==> src/rtl/unsorter_ctrl.sv <==
// -----------------------------------------------------------------------------
// unsorter_ctrl
//   Frame controller for the symbol unsorter. On a frame request it latches the
//   modulation and routes each received symbol to bank A or bank B of the
//   splitter that belongs to that modulation. Banks alternate every G symbols,
//   with G = 1/2/3/4 for QPSK/QAM16/QAM64/QAM256. Each frame starts on bank A.
//
//   Optional feature (macro UNSORTER_OVERRUN_ERR_EN):
//     defined   : a symbol arriving while no frame is open sets a sticky err.
//                 err clears on the edge that accepts the next start.
//     undefined : err is tied to 0 and the overrun logic is not built.
//
// Parameters
//   FRAME_LEN  symbols per frame (2..255)
//   CNT_W      width of the symbol counter
//
// Ports
//   clk        clock, rising edge
//   rst        asynchronous reset, active low
//   M          modulation select: 00 QPSK, 01 QAM16, 10 QAM64, 11 QAM256
//   start      frame request, sampled in IDLE and DONE
//   valid_in   one received symbol is present this cycle
//   selQPSK    QPSK splitter select:   0 hold, 1 bank A, 2 bank B
//   selQAM16   QAM16 splitter select:  same encoding
//   selQAM64   QAM64 splitter select:  same encoding
//   selQAM256  QAM256 splitter select: same encoding
//   busy       high while a frame is being split
//   done       one-cycle pulse, coincides with the last select pulse
//   err        sticky overrun flag
//
// States
//   state | meaning
//   IDLE  | waiting for start
//   SPLIT | frame open, routing accepted symbols
//   DONE  | last symbol routed; start here chains the next frame
// -----------------------------------------------------------------------------
module unsorter_ctrl #(
   parameter int FRAME_LEN = 64,
   parameter int CNT_W     = 8
) (
   input  logic       clk,
   input  logic       rst,
   input  logic [1:0] M,
   input  logic       start,
   input  logic       valid_in,
   output logic [1:0] selQPSK,
   output logic [1:0] selQAM16,
   output logic [1:0] selQAM64,
   output logic [1:0] selQAM256,
   output logic       busy,
   output logic       done,
   output logic       err
);

   typedef enum logic [1:0] {
      IDLE  = 2'd0,
      SPLIT = 2'd1,
      DONE  = 2'd2
   } state_t;

   localparam logic [CNT_W-1:0] LAST_SYM = CNT_W'(FRAME_LEN - 1);

   state_t           r_state;
   logic [1:0]       r_m_q;
   logic [CNT_W-1:0] r_sym_cnt;
   logic [1:0]       r_grp_cnt;
   logic             r_bank;
   logic [1:0]       r_sel_qpsk;
   logic [1:0]       r_sel_qam16;
   logic [1:0]       r_sel_qam64;
   logic [1:0]       r_sel_qam256;
   logic             r_busy;
   logic             r_done;

   state_t           w_state_nxt;
   logic [1:0]       w_m_nxt;
   logic [CNT_W-1:0] w_sym_nxt;
   logic [1:0]       w_grp_nxt;
   logic             w_bank_nxt;
   logic [1:0]       w_sel_nxt;
   logic             w_done_nxt;

   // The group counter is a down-counter. Its reload value is G-1, which is
   // numerically equal to the modulation code itself (QPSK=0 .. QAM256=3).
   always_comb begin
      w_state_nxt = r_state;
      w_m_nxt     = r_m_q;
      w_sym_nxt   = r_sym_cnt;
      w_grp_nxt   = r_grp_cnt;
      w_bank_nxt  = r_bank;
      w_sel_nxt   = 2'd0;
      w_done_nxt  = 1'b0;

      case (r_state)
         IDLE, DONE: begin
            if (start) begin
               w_state_nxt = SPLIT;
               w_m_nxt     = M;
               w_sym_nxt   = '0;
               w_grp_nxt   = M;
               w_bank_nxt  = 1'b0;
            end else begin
               w_state_nxt = IDLE;
            end
         end
         SPLIT: begin
            if (valid_in) begin
               w_sel_nxt = r_bank ? 2'd2 : 2'd1;
               if (r_grp_cnt == 2'd0) begin
                  w_grp_nxt  = r_m_q;
                  w_bank_nxt = ~r_bank;
               end else begin
                  w_grp_nxt = r_grp_cnt - 2'd1;
               end
               if (r_sym_cnt == LAST_SYM) begin
                  w_state_nxt = DONE;
                  w_done_nxt  = 1'b1;
                  w_sym_nxt   = '0;
               end else begin
                  w_sym_nxt = r_sym_cnt + 1'b1;
               end
            end
         end
         default: begin
            w_state_nxt = IDLE;
         end
      endcase
   end

   always_ff @(posedge clk or negedge rst) begin
      if (!rst) begin
         r_state      <= IDLE;
         r_m_q        <= 2'd0;
         r_sym_cnt    <= '0;
         r_grp_cnt    <= 2'd0;
         r_bank       <= 1'b0;
         r_sel_qpsk   <= 2'd0;
         r_sel_qam16  <= 2'd0;
         r_sel_qam64  <= 2'd0;
         r_sel_qam256 <= 2'd0;
         r_busy       <= 1'b0;
         r_done       <= 1'b0;
      end else begin
         r_state      <= w_state_nxt;
         r_m_q        <= w_m_nxt;
         r_sym_cnt    <= w_sym_nxt;
         r_grp_cnt    <= w_grp_nxt;
         r_bank       <= w_bank_nxt;
         // Only the splitter of the latched modulation ever sees a select.
         r_sel_qpsk   <= (r_m_q == 2'd0) ? w_sel_nxt : 2'd0;
         r_sel_qam16  <= (r_m_q == 2'd1) ? w_sel_nxt : 2'd0;
         r_sel_qam64  <= (r_m_q == 2'd2) ? w_sel_nxt : 2'd0;
         r_sel_qam256 <= (r_m_q == 2'd3) ? w_sel_nxt : 2'd0;
         r_busy       <= (w_state_nxt == SPLIT);
         r_done       <= w_done_nxt;
      end
   end

   assign selQPSK   = r_sel_qpsk;
   assign selQAM16  = r_sel_qam16;
   assign selQAM64  = r_sel_qam64;
   assign selQAM256 = r_sel_qam256;
   assign busy      = r_busy;
   assign done      = r_done;

`ifdef UNSORTER_OVERRUN_ERR_EN
   logic r_err;
   logic w_start_acc;
   logic w_overrun;

   assign w_start_acc = start && ((r_state == IDLE) || (r_state == DONE));
   assign w_overrun   = valid_in && (r_state != SPLIT);

   // An accepted start wins over a same-cycle overrun: the new frame owns the
   // flag from that point on.
   always_ff @(posedge clk or negedge rst) begin
      if (!rst) begin
         r_err <= 1'b0;
      end else if (w_start_acc) begin
         r_err <= 1'b0;
      end else if (w_overrun) begin
         r_err <= 1'b1;
      end
   end

   assign err = r_err;
`else
   assign err = 1'b0;
`endif

endmodule

==> config.mk <==
export PLATFORM = sky130hd
export DESIGN_NAME = unsorter_ctrl
export DESIGN_NICKNAME = d
export VERILOG_FILES = /design/src/rtl/unsorter_ctrl.sv
export SDC_FILE = /design/constraint.sdc
export NUM_CORES = 1
export LEC_CHECK = 0
export ABC_AREA = 1
export ABC_CLOCK_PERIOD_IN_PS = 3100
export BUFFER_PORTS_ARGS = -buffer_cell sky130_fd_sc_hd__clkbuf_2
export CORE_ASPECT_RATIO = 0.6
export CORE_UTILIZATION = 45
export CTS_CLUSTER_DIAMETER = 50
export CTS_CLUSTER_SIZE = 30
export DETAILED_ROUTE_END_ITERATION = 8
export PLACE_DENSITY_LB_ADDON = 0.08
export SLEW_MARGIN = 25
export SYNTH_ARGS = -nofsm -noshare
export SYNTH_HDL_FRONTEND = slang
export SYNTH_SLANG_ARGS = --single-unit
==> constraint.sdc <==
create_clock -name clk -period 3.1 [get_ports clk]
set_clock_uncertainty 0.2 [all_clocks]
set_input_delay 0.465 -clock clk [delete_from_list [all_inputs] [get_ports clk]]
set_output_delay 0.465 -clock clk [all_outputs]
set_load 0.01 [all_outputs]
==> Word level (Yosys, flattened, before mapping) <==
Cells that the tools add are included.
{ "word_totals": {"regBits": 25, "in_bits": 6} }
{ "classes": {"addsub": 2, "n_eq_ne": 10, "muxes": 26, "bitwise": 1, "reduce_logical": 8} }
{ "ops": {"columns": ["operator", "n"], "rows": [
  ["$mux W2", 12],
  ["$mux W8", 3],
  ["$pmux W8 S2", 1],
  ["$add A8 B1 Y8 const B", 1],
  ["$eq A8 B6 Y1 const B", 1],
  ["$pmux W2 S2", 2],
  ["$mux W1", 7],
  ["$eq A2 B1 Y1 const B", 3],
  ["$eq A2 B2 Y1 const B", 3],
  ["$logic_not A2 Y1", 3],
  ["$ne A2 B2 Y1 const B", 3],
  ["$reduce_and A4 Y1", 1],
  ["$reduce_and A3 Y1", 1],
  ["$pmux W1 S2", 1],
  ["$reduce_and A2 Y1", 1],
  ["$reduce_bool A2 Y1", 1],
  ["$reduce_or A2 Y1", 1],
  ["$sub A2 B1 Y2 const B", 1],
  ["$not A1 Y1", 1]
]} }

==> Logic depth before layout (Yosys ltp) <==
Gate-level depths: netlist of run 1.
{ "logic_depth": {"word_depth": 5, "mapped_depth": 8} }

==> Least setup slack after synthesis of run 1 <==
Ideal clock, no wire load.
{ "synth_path": {"path_kind": "flip-flop to flip-flop", "start": "register r_sym_cnt[1]", "end": "register r_sym_cnt[5]", "arrival_time_ns": 1.044, "required_ns": 2.787, "slack_ns": 1.744, "stages_incl_launch_ff": 9, "path_cell_list": "dfrtp_1 > ha_1 > inv_1 > nor2_4 > nand2_2 > nand2_2 > nand2_2 > nand2_1 > inv_1"} }
{ "synth_between": {"elab_chain_len": 4} }
{ "synth_rtl": {"columns": ["item", "line_no", "rtl"], "rows": [
  ["start: declaration", "65", "logic [CNT_W-1:0] r_sym_cnt;"],
  ["start signal: assignment", "146", "r_sym_cnt <= w_sym_nxt;"],
  ["$add A8 B1 Y8 / $eq A8 B6 Y1 (equally long branches)", "120, 115", null],
  ["$mux W8 (*)", "115", "if (r_sym_cnt == LAST_SYM) begin"],
  ["$mux W8 (*)", "107", "if (valid_in) begin"],
  ["$pmux W8 S2 (*)", "94", "case (r_state)"]
]} }
Mark *: on every way between the ends. The rest lies on a longest branch, timed or not. The select of a mux whose other input is x is not followed.
A chain may end at the register's enable or synchronous reset.

==> Worst setup path after layout of run 1 <==
{ "layout_path": {"start": "register r_sym_cnt[1]", "end": "register r_sym_cnt[6]"} }
Same word-level chain as after synthesis.

==> results.md, run 1 <==
* Cells after Synth at 133
* WP data required at 3.06 ns
* Critical R2R Launch: r_sym_cnt[1]$_DFFE_PN0P_
* CP delay by family, top: simple AND/OR/NAND/NOR gates
* Switching power at 0.226 mW
* GR Overflow Total at 0
* Post-route DRC at 0
* Cell depth of the worst setup path at 8
* R2R depth at 8
* Share of layout cells above drive strength 1 at 18.7%
* Setup TNS at 0 ns
* Core footprint at 2290 um2
* Clock slew at reported path FFs at 0.08 ns
* Clk sinks at 25
* CP startpoint kind: flip-flop
* Worst-margin pin slew at 0.615 ns
* Period utilisation layout at 47.7%
* Diode count at 0
* Commonest non-fill, non-tap cells in the layout: 30 x nand2_1, 25 x dfrtp_1, 15 x clkbuf_2
* Cell Int Power at 0.525 mW
* Mean Syn Cell Area at 8.66 um2
* Initial Util at 50.2%
* Min Tclk post-route at 1.48 ns
* Wirelength, routed at 2130 um
* Commonest non-fill, non-tap cell in the layout: nand2_1
* Top Ports at 17
* Synthesis-to-finish area growth at 12.1%
* Unrepaired setup endpoints after global routing: false
* First-pass GRT wire length at 3630 um
* TritonCTS clock tree: built
* DP Area at 1250 um2
* Power Total at 0.751 mW
* Vias in the first global route at around 730
* Fraction of synthesized area in multiplexers at 0%
* Largest net degree at the start of global routing at 26
* Sequential share of power at 56.1%
* Post-synthesis adder-cell area fraction at ~1.1%
* HP Class: in -> async
* Rows at 13
* Antenna violations before repair at 0
* Crit-path max cell delay at around 0.39 ns
* Gate power share at roughly a fifth
* Slowest cell on crit path: dfrtp_1
* Final setup margin at about 1.6 ns
* Crit path DAT at 1.44 ns
* CP bufs+invs at 1
* WS Path Type: reg -> reg
* Total track usage at 19.3%
* Simple-Gate Fraction of Synth Area at 31.3%
* Routed vias/inst at 4.90
* Post-CTS sizing at 0
* Fillcell total at 217
* Count of pins over their slew limit at 0
* H-tree levels at 1
* Reg2reg setup slack at 1.62 ns
* Pwr/cell area at about 580 nW/um2
* Post-synthesis cell area at 1150 um2
* Area share of xor/xnor cells in the synthesized design at less than 1%
* Layout Nets at 158
* Fin area at 1290 um2
* Cell with the most instances on the worst path: nand2_2
* RD Place Congestion at 0.760
* Flops & latches, synth at 25
* Post-Syn Nets at 140
* # setup viols final at 0
* Peak Freq at 0.677 GHz
* DRT iter0 DRCs at 34
* Drt wl/cell at 11.8 um
* Clock share of power at 24.5%
* Switching fraction of total power at 30.1%
* Clk_lat worst skew at ~0.26 ns
* DR pass1 iterations at 4
* # Post-CTS Setup Buffers at 0
* Final hold violation count at 0
* CTS Buf Count at 3
* Crit Path Max Fanout at 5
* Worst VDD drop at 276 uV
* Die X at 67.3 um
* Status: complete, no violations
* # hold bufs at CTS at 0
* Worst Setup EP: r_sym_cnt[6]$_DFFE_PN0P_
* Slew headroom at 59.0%
* Register area share after synthesis at 54.3%
* Die Y at a little over 40 um
* Placement Setup Slack at 1.57 ns
* I/O Buffers at 15
* Largest family of logic cells by synthesized area: simple AND/OR/NAND/NOR gates
* MaxCap Viol Count at 0
* Kind of end point of the critical path: flip-flop
* Post-DP HPWL at between 1500 and 2000 um
* Reg2reg end: r_sym_cnt[6]$_DFFE_PN0P_
* CP Launch Point: r_sym_cnt[1]$_DFFE_PN0P_
* P_leak at 0.683 nW
* Post-DRT Antenna Nets at 0
* Cell variety after synth at 24
* Max Root-Sink Buffers at 2
* Post-synthesis compound-gate area fraction at 5.75%
* Clk root buf: clkbuf_8
* Vias at 882
* Synth Warn # at 0
* Crit-path cells: ha_1, inv_1, nor2_4, nand2_2, nand2_2, nand2_2, nand2_1, nor2_1
* Die ar. at around 2800 um2
==> cells in the mapped netlist <==
cell type,n,area (um2)
nor3_1,8,40.0
nand4_1,3,18.8
nand3_1,9,45.0
o21ai_1,1,5.00
xor2_1,1,8.76
nand2_4,2,22.5
o21ai_0,5,25.0
or2_2,1,6.26
dfrtp_1,25,626
inv_1,14,52.6
inv_2,1,3.75
a21oi_1,6,30.0
a31oi_1,1,6.26
ha_1,1,12.5
nand3b_1,1,7.51
nor2_1,13,48.8
buf_4,1,7.51
nor2_4,1,11.3
or2_1,2,12.5
buf_6,1,11.3
nand3_2,1,10.0
nand2_2,4,25.0
nand2_1,30,113
conb_1,1,3.75
==> power by group through the flow <==
stage                     sequential (mW)  clock [mW]  combinational (mW)
after floorplan                     0.419           0               0.113
after global placement              0.425           0               0.146
after detailed placement            0.426           0               0.148
after CTS                           0.421       0.193               0.148
after global routing                0.430       0.208               0.172
final                               0.422       0.184               0.145
==> through the flow <==
stage / hold slack [ns] / util [%] / instances
after global routing: 0.0417 / 56.3 / 180
after CTS: 0.0173 / 56.3 / 180
after detailed placement: 0.298 / 54.3 / 176
after global placement: 0.289 / 54.3 / 176
final: 0.000545 / 56.3 / 180
after floorplan: -0.0306 / - / 133
==> worst register-to-register path, delay by kind of cell (launching register included) <==
family                     cells  cell delay (ns)
and+or+nand+nor                6             0.52
adders and majority gates      1             0.19
buffers and inverters          1             0.07
DFF                            1             0.39
==> state kept, by name, indices dropped and copies added, names as in the netlist <==
signal     flops
done           1
selQAM64       2
r_state        2
busy           1
selQPSK        2
selQAM16       2
r_sym_cnt      8
r_m_q          2
selQAM256      2
r_bank         1
r_grp_cnt      2
==> layout make-up <==
cell class | count | area, um2 | share of cell area (%)
repair buffers | 15 | 75.1 | 5.81
inverters | 15 | 56.3 | 4.36
well taps | 30 | 37.5 | 2.91
flip-flops and latches | 25 | 626 | 48.4
multi-input cells | 91 | 452 | 35.0
clock buffers | 4 | 45.0 | 3.49
==> worst min path at each step <==
| stage | slack (ns) | endpoint | startpoint |
|---|---|---|---|
| 2_1_floorplan | -0.03 | busy$_DFF_PN0_ | rst |
| 3_3_place_gp | 0.29 | r_sym_cnt[7]$_DFFE_PN0P_ | r_sym_cnt[7]$_DFFE_PN0P_ |
| 3_5_place_dp | 0.30 | r_sym_cnt[7]$_DFFE_PN0P_ | r_sym_cnt[7]$_DFFE_PN0P_ |
| 4_1_cts | 0.02 | selQAM64[1]$_DFF_PN0_ | rst |
| 5_1_grt | 0.04 | selQAM64[1]$_DFF_PN0_ | rst |
| 6_report | 0.0005 | r_bank$_DFFE_PN0P_ | rst |
==> metal layers <==
layer / global-route usage [%] / vias up / part of all wire, %
met5: 0 / - / 0
met4: 4.79 / 0 / 0.56
met3: 6.67 / 2 / 4.7
met2: 25.0 / 18 / 40
met1: 29.3 / 404 / 55
li1: - / 458 / -
==> logic make-up after synthesis <==
| family | Yosys count |
|---|---|
| AND/OR/NAND/NOR | 75 |
| adder cells (fa/ha/maj) | 1 |
| flip-flops | 25 |
| AO/OA/AOI/OAI | 13 |
| XOR/XNOR | 1 |
| other | 1 |
| buffers and inverters | 17 |
Power figures use the tool's default switching activity.
==> inputs of run 2 (changes only) <==
Settings changed: ABC_AREA 1 to 0, ABC_CLOCK_PERIOD_IN_PS 3100 to 1200.
Clock period 3.1 ns to 1.2 ns, I/O delays scaled along.
==> run 2 against run 1 <==
Against the previous run: the flow now finishes with violations (negative setup slack); total power rose to 3.1 times the previous value; flip-flop and latch count unchanged; hold slack better by 0.15 ns; critical endpoint is now r_sym_cnt[7]$_DFFE_PN0P_; highest routed layer unchanged.
==> results.md, run 2 <==
* Status: finished, violations left
* Violations in the final reports: negative setup slack
* Final setup margin at -0.343 ns (-1.96 ns)
* Fillcell total at 155 (-29%)
* Layout Nets at 151 (-4.4%)
* Initial Util at 48.8% (-1.4 points)
* Antenna violations before repair at 0 (unchanged)
* Register area at 627 um2 (+0.20%)
* P_leak at 0.751 nW (+9.9%)
* Die Y at 39.9 um (-3.0%)
* Synth Warn # at 0 (unchanged)
* Area of the multi-input gates at 541 um2 (+20%)
* Most common flop cell mapped by yosys: dfrtp_1
* Post-Syn Nets at 105 (-25%)
* Vias in the first global route at 773 (+5.3%)
* Pwr/cell area at 1460 nW/um2 (+150%)
* Post-synthesis cell area at 1080 um2 (-6.3%)
* Area leader, netlist: dfrtp_1
* Largest net degree at the start of global routing at 15 (-42%)
* MaxCap Viol Count at 0 (unchanged)
* Cell variety after synth at 31 (+29%)
* RD Place Congestion at 0.863 (+14%)
* Clk sinks at 25 (unchanged)
* Post-DP HPWL at 1770 um (+12%)
* Core footprint at 2210 um2 (-3.5%)
* Max reg flops at 8 (unchanged)
* # setup viols final at 25 (+25)
* Rows at 13 (unchanged)
* Crit Path Max Fanout at 6 (+1)
* WS Path Type: reg -> reg
* Period utilisation layout at 129% (+81 points)
* Unrepaired setup endpoints after global routing: true
* Total track usage at 20.2% (+0.98 points)
* H-tree levels at 1 (unchanged)
* Worst VDD drop at 904 uV (+230%)
* DR pass1 iterations at 4 (unchanged)
* Routed vias/inst at 5.11 (+4.3%)
* CTS Buf Count at 3 (unchanged)
* Global-route met2 utilization at 29.1% (+4.1 points)
* Crit path DAT at 1.49 ns (+0.05 ns)
* Setup TNS at -6.23 ns (-6.23 ns)
* Post-route DRC at 0 (unchanged)
* Worst hold margin at 0.150 ns (+0.149 ns)
* Flops & latches, synth at 25 (unchanged)
* Kind of end point of the critical path: flip-flop
* Die ar. at 2610 um2 (-6.0%)
* Commonest non-fill, non-tap cells in the layout: 24 x dfrtp_1, 19 x buf_4, 15 x clkbuf_2
* Routing usage on met3 at 7.10% (+0.44 points)
* Post-DRT Antenna Nets at 0 (unchanged)
* Mean Syn Cell Area at 11.0 um2 (+27%)
* Clk root buf: clkbuf_8
* Drt wl/cell at 13.9 um (+17%)
* DRT iter0 DRCs at 41 (+21%)
* Cells after Synth at 98 (-26%)
* HP Class: in -> async
* WP data required at 1.15 ns (-1.91 ns)
* Min Tclk post-route at 1.54 ns (+0.0644 ns)
* Clk_lat worst skew at 0.26 ns (about the same)
* M1 GR Usage at 29.7% (+0.39 points)
* Commonest non-fill, non-tap cell in the layout: dfrtp_1
* Vias at 884 (+0.23%)
* Synthesis-to-finish area growth at 48.6%
* Post-synth top cells: 25 x dfrtp_1, 17 x nor2_1
* Peak Freq at 0.648 GHz (-4.2%)
* Register area share after synthesis at 57.9% (+3.6 points)
* Most flops, register: r_sym_cnt
* First-pass GRT wire length at 3680 um (+1.3%)
* TritonCTS clock tree: built
* Final hold violation count at 0 (unchanged)
* Async S/R FF share, synth at 100% (unchanged)
* Share of layout cells above drive strength 1 at 51.0% (+32 points)
* Wirelength, routed at 2400 um (+13%)
* Clock slew at reported path FFs at 0.08 ns (about the same)
* Top Ports at 17 (unchanged)
* Max Root-Sink Buffers at 2 (unchanged)
* GR Overflow Total at 0 (unchanged)
* GR peak layer: met1
* Die X at 65.2 um (-3.1%)
* CP startpoint kind: flip-flop
* I/O Buffers at 15 (unchanged)
* Diode count at 0 (unchanged)
* Largest cells by area after synthesis: dfrtp_1 58%, nor2_1 5.9%, xor2_1 4.1%
* Count of pins over their slew limit at 0 (unchanged)
* Cell with the most instances after synthesis: dfrtp_1
* Number of enable flip-flop cells after synthesis at 0 (unchanged)
* Synth top area share at 57.9% (+3.6 points)
==> run 2: report_power, final <==
group / switching (mW) / internal [mW] / total (mW)
clock: 0.243 / 0.237 / 0.479
combinational: 0.335 / 0.389 / 0.724
sequential: 0.155 / 0.990 / 1.14
total: 0.732 / 1.62 / 2.35
==> run 2: critical path: stages, from the launching register on <==
cell,delay [ns]
dfrtp_1,0.41
and3b_2,0.26
buf_6,0.14
o211ai_1,0.22
xor2_1,0.16
nor2_1,0.05
==> run 2: final timing paths <==
path,start,endpoint,slack (ns),cells after the start
setup / recovery,r_state[0]$_DFF_PN0_,r_sym_cnt[7]$_DFFE_PN0P_,-0.34,5
hold / removal,rst,r_sym_cnt[5]$_DFFE_PN0P_,0.15,2
setup reg to reg,r_state[0]$_DFF_PN0_,r_sym_cnt[7]$_DFFE_PN0P_,-0.34,5
hold reg to reg,r_m_q[0]$_DFFE_PN0N_,r_m_q[0]$_DFFE_PN0N_,0.35,1
max in group asynchronous,rst,r_state[0]$_DFF_PN0_,0.27,3
min in group clk,start,r_state[0]$_DFF_PN0_,0.17,3
==> run 2: routing by layer <==
| metal | wire [um] | up-vias |
|---|---|---|
| li1 | - | 430 |
| met3 | 105 | 6 |
| met2 | 1050 | 25 |
| met1 | 1210 | 423 |
| met4 | 35 | 0 |
| met5 | 0 | - |
==> run 2: through the flow <==
stage / cell area [um2] / util [%] / cells / worst slack (ns) / power (mW)
global placement: 1370 / 62.0 / 160 / -0.278 / 1.70
detailed placement: 1370 / 62.0 / 160 / -0.328 / 1.73
floorplan: 1120 / - / 98 / -0.194 / 1.41
global route: 1600 / 72.5 / 173 / -0.393 / 2.49
finish: 1600 / 72.5 / 173 / -0.343 / 2.35
CTS: 1530 / 69.0 / 171 / -0.340 / 2.30
==> run 2: timing repair <==
item | CTS | global route
pin swaps | 7 | 4
hold endpoints to repair | 27 | 0
resized for setup | 16 | 15
hold buffers | 3 | 0
buffers inserted | 4 | 2
endpoints found under the setup margin | 25 | 25
==> run 2: cells by family (layout without fill, tap and decap cells) <==
kind of cell             Yosys count  count (layout)  share of synthesized area (%)
AO/OA/AOI/OAI                     16              16                           11.1
XOR/XNOR                           5               5                           4.06
adder cells (fa/ha/maj)            1               1                           1.16
buffers and inverters              6              51                           3.01
flip-flops                        25              25                           57.9
multiplexers                       2               2                           2.09
other                              1               1                          0.347
AND/OR/NAND/NOR                   42              42                           20.3
==> run 2: final cells by class <==
class,instances,area share [%]
Clock buffer,4,2.81
Inverter,2,0.468
Multi-Input combinational cell,67,33.7
Sequential cell,25,39.1
Tap cell,30,2.34
Timing Repair Buffer,45,21.6
==> inputs of run 3 (changes only) <==
Settings changed: ABC_CLOCK_PERIOD_IN_PS 1200 to 1580.
Clock period 1.2 ns to 1.58 ns, I/O delays scaled along.
==> run 3 against run 2 <==
Against the previous run: the run now ends clean; clock power fell by 22%; cell count down 9.8%; die area unchanged; first-iteration DRC count up 12%; maximum frequency is 1.2% lower; via count down 9.3%; flip-flop and latch count unchanged; count of clock-buffer cells in the layout decreased by 1; sequential power fell by 26%; critical path type unchanged; largest cell class unchanged.
==> results.md, run 3 (same netlist as run 2, synthesis figures left out) <==
* Status: complete, no violations
* WS Path Type: reg -> reg
* Die Y at 39.9 um (unchanged)
* Clk_lat worst skew at 0.27 ns (about the same)
* DRT iter0 DRCs at 46 (+12%)
* Clk sinks at 25 (unchanged)
* Worst VDD drop at 770 uV (-15%)
* I/O Buffers at 15 (unchanged)
* Inst Count DP at 149 (-6.9%)
* Post-route DRC at 0 (unchanged)
* Core footprint at 2210 um2 (unchanged)
* CP bufs+invs at 1 (unchanged)
* First-pass GRT wire length at 3540 um (-3.8%)
* Peak Freq at 0.641 GHz (-1.2%)
* Top Ports at 17 (unchanged)
* H-tree levels at 1 (unchanged)
* Layout Nets at 134 (-11%)
* Worst-margin pin slew at roughly 0.60 ns
* Crit path DAT at 1.51 ns (+0.02 ns)
* Post-DP HPWL at 1540 um (-13%)
* Most flops, register: r_sym_cnt
* HP Class: in -> reg
* Total track usage at 19.5% (-0.77 points)
* P_leak at 0.641 nW (-15%)
* Vias in the first global route at 730 (-5.6%)
* Power Total at 1.59 mW (-32%)
* Die X at 65.2 um (unchanged)
* Commonest non-fill, non-tap cell in the layout: dfrtp_1
* Max Root-Sink Buffers at 2 (unchanged)
* Max reg flops at 8 (unchanged)
* DR pass1 iterations at 4 (unchanged)
* Antenna violations before repair at 0 (unchanged)
* Slowest cell on crit path: dfrtp_1
* CP delay by family, top: flip-flops
* Vias at 802 (-9.3%)
* Die ar. at 2610 um2 (unchanged)
* Pwr/cell area at 1180 nW/um2 (-19%)
* RD Place Congestion at 0.774 (-10%)
* Crit-path max cell delay at 0.42 ns (about the same)
* CTS Buf Count at 3 (unchanged)
* Crit Path Max Fanout at 6 (unchanged)
* Worst hold margin at 0.0163 ns (-0.133 ns)
* CP startpoint kind: flip-flop
* Routed vias/inst at 5.14 (+0.61%)
* # setup viols final at 0 (-100%)
* Diode count at 0 (unchanged)
* Clock slew at reported path FFs at 0.08 ns (about the same)
* Commonest non-fill, non-tap cells in the layout: 25 x dfrtp_1, 17 x nor2_1, 15 x clkbuf_2
* Slew headroom at 59.9%
* Unrepaired setup endpoints after global routing: true
* Clk root buf: clkbuf_8
* Final hold violation count at 0 (unchanged)
* GR Overflow Total at 0 (unchanged)
* Setup TNS at 0 ns (+6.23 ns)
* Min Tclk post-route at 1.56 ns (+0.0182 ns)
* Count of pins over their slew limit at 0 (unchanged)
* MaxCap Viol Count at 0 (unchanged)
* TritonCTS clock tree: built
* Drt wl/cell at 13.7 um (-1.4%)
* Largest net degree at the start of global routing at 26 (+11)
* Synthesis-to-finish area growth at 24.6%
* WP data required at 1.53 ns (+0.38 ns)
* Layout Cells excl Fill at 156 (-9.8%)
* Crit-path cells: and3b_2, buf_6, o2111ai_2, xor2_1, nor2_1
* Post-DRT Antenna Nets at 0 (unchanged)
* Rows at 13 (unchanged)
* Kind of end point of the critical path: flip-flop
* Period utilisation layout at 98.8% (-30 points)
* Wirelength, routed at 2130 um (-11%)
* Share of layout cells above drive strength 1 at 34.9% (-16 points)
* Initial Util at 48.8% (unchanged)
[run 3: cell types whose count changed in the layout (fill, tap and decap cells not counted), moves of 3 or more]
| cell | change |
|---|---|
| buf_4 | -9 |
| buf_6 | -5 |
| nor2_1 | +5 |
| nor2_2 | -4 |
| nor3_1 | +3 |
[run 3: layout make-up]
class                      count  area (um2)
clock inverter                 1        5.00
timing repair buffer          28         183
multi-input combinational     67         445
inverter                       2        7.51
sequential                    25         626
clock buffer                   3        41.3
fill                         193         867
tap                           30        37.5
[run 3: path summary, 6_finish.rpt]
path                                      start                       end  slack (ns)  cells after the start
max                        r_state[0]$_DFF_PN0_  r_sym_cnt[3]$_DFFE_PN0P_        0.02                      5
min                                        M[0]      r_m_q[0]$_DFFE_PN0N_        0.02                      2
max reg2reg                r_state[0]$_DFF_PN0_  r_sym_cnt[3]$_DFFE_PN0P_        0.02                      5
min reg2reg                  r_bank$_DFFE_PN0P_        r_bank$_DFFE_PN0P_        0.31                      1
max in group asynchronous                   rst     selQAM64[0]$_DFF_PN0_        0.49                      2
min in group asynchronous                   rst  r_sym_cnt[1]$_DFFE_PN0P_        0.30                      2
[run 3: timing repair]
action,CTS,global route
hold endpoints to repair,25,0
buffers inserted,0,2
gates cloned,0,0
endpoints found under the setup margin,1,7
gates resized for setup,3,6
pin swaps,2,7
hold buffers,1,0
[run 3: where the power goes]
group / switching (mW) / internal [mW] / total, mW / leakage (nW)
clock network: 0.195 / 0.176 / 0.372 / 0.0255
registers: 0.0943 / 0.751 / 0.845 / 0.321
logic: 0.199 / 0.175 / 0.374 / 0.295
total: 0.489 / 1.10 / 1.59 / 0.641
[run 3: routing by layer]
metal	routed length [um]	global-route usage (%)
met1	1150	28.1
met2	845	27.8
met3	108	7.39
met4	28	3.80
met5	0	0
[run 3: through the flow]
stage | cell area [um2] | setup slack, ns | utilization, %
6_report | 1350 | 0.0193 | 60.8
5_1_grt | 1350 | -0.0654 | 60.8
4_1_cts | 1310 | 0.0180 | 59.3
3_5_place_dp | 1240 | 0.0177 | 56.2
3_3_place_gp | 1240 | 0.0260 | 56.2
2_1_floorplan | 1080 | 0.133 | -
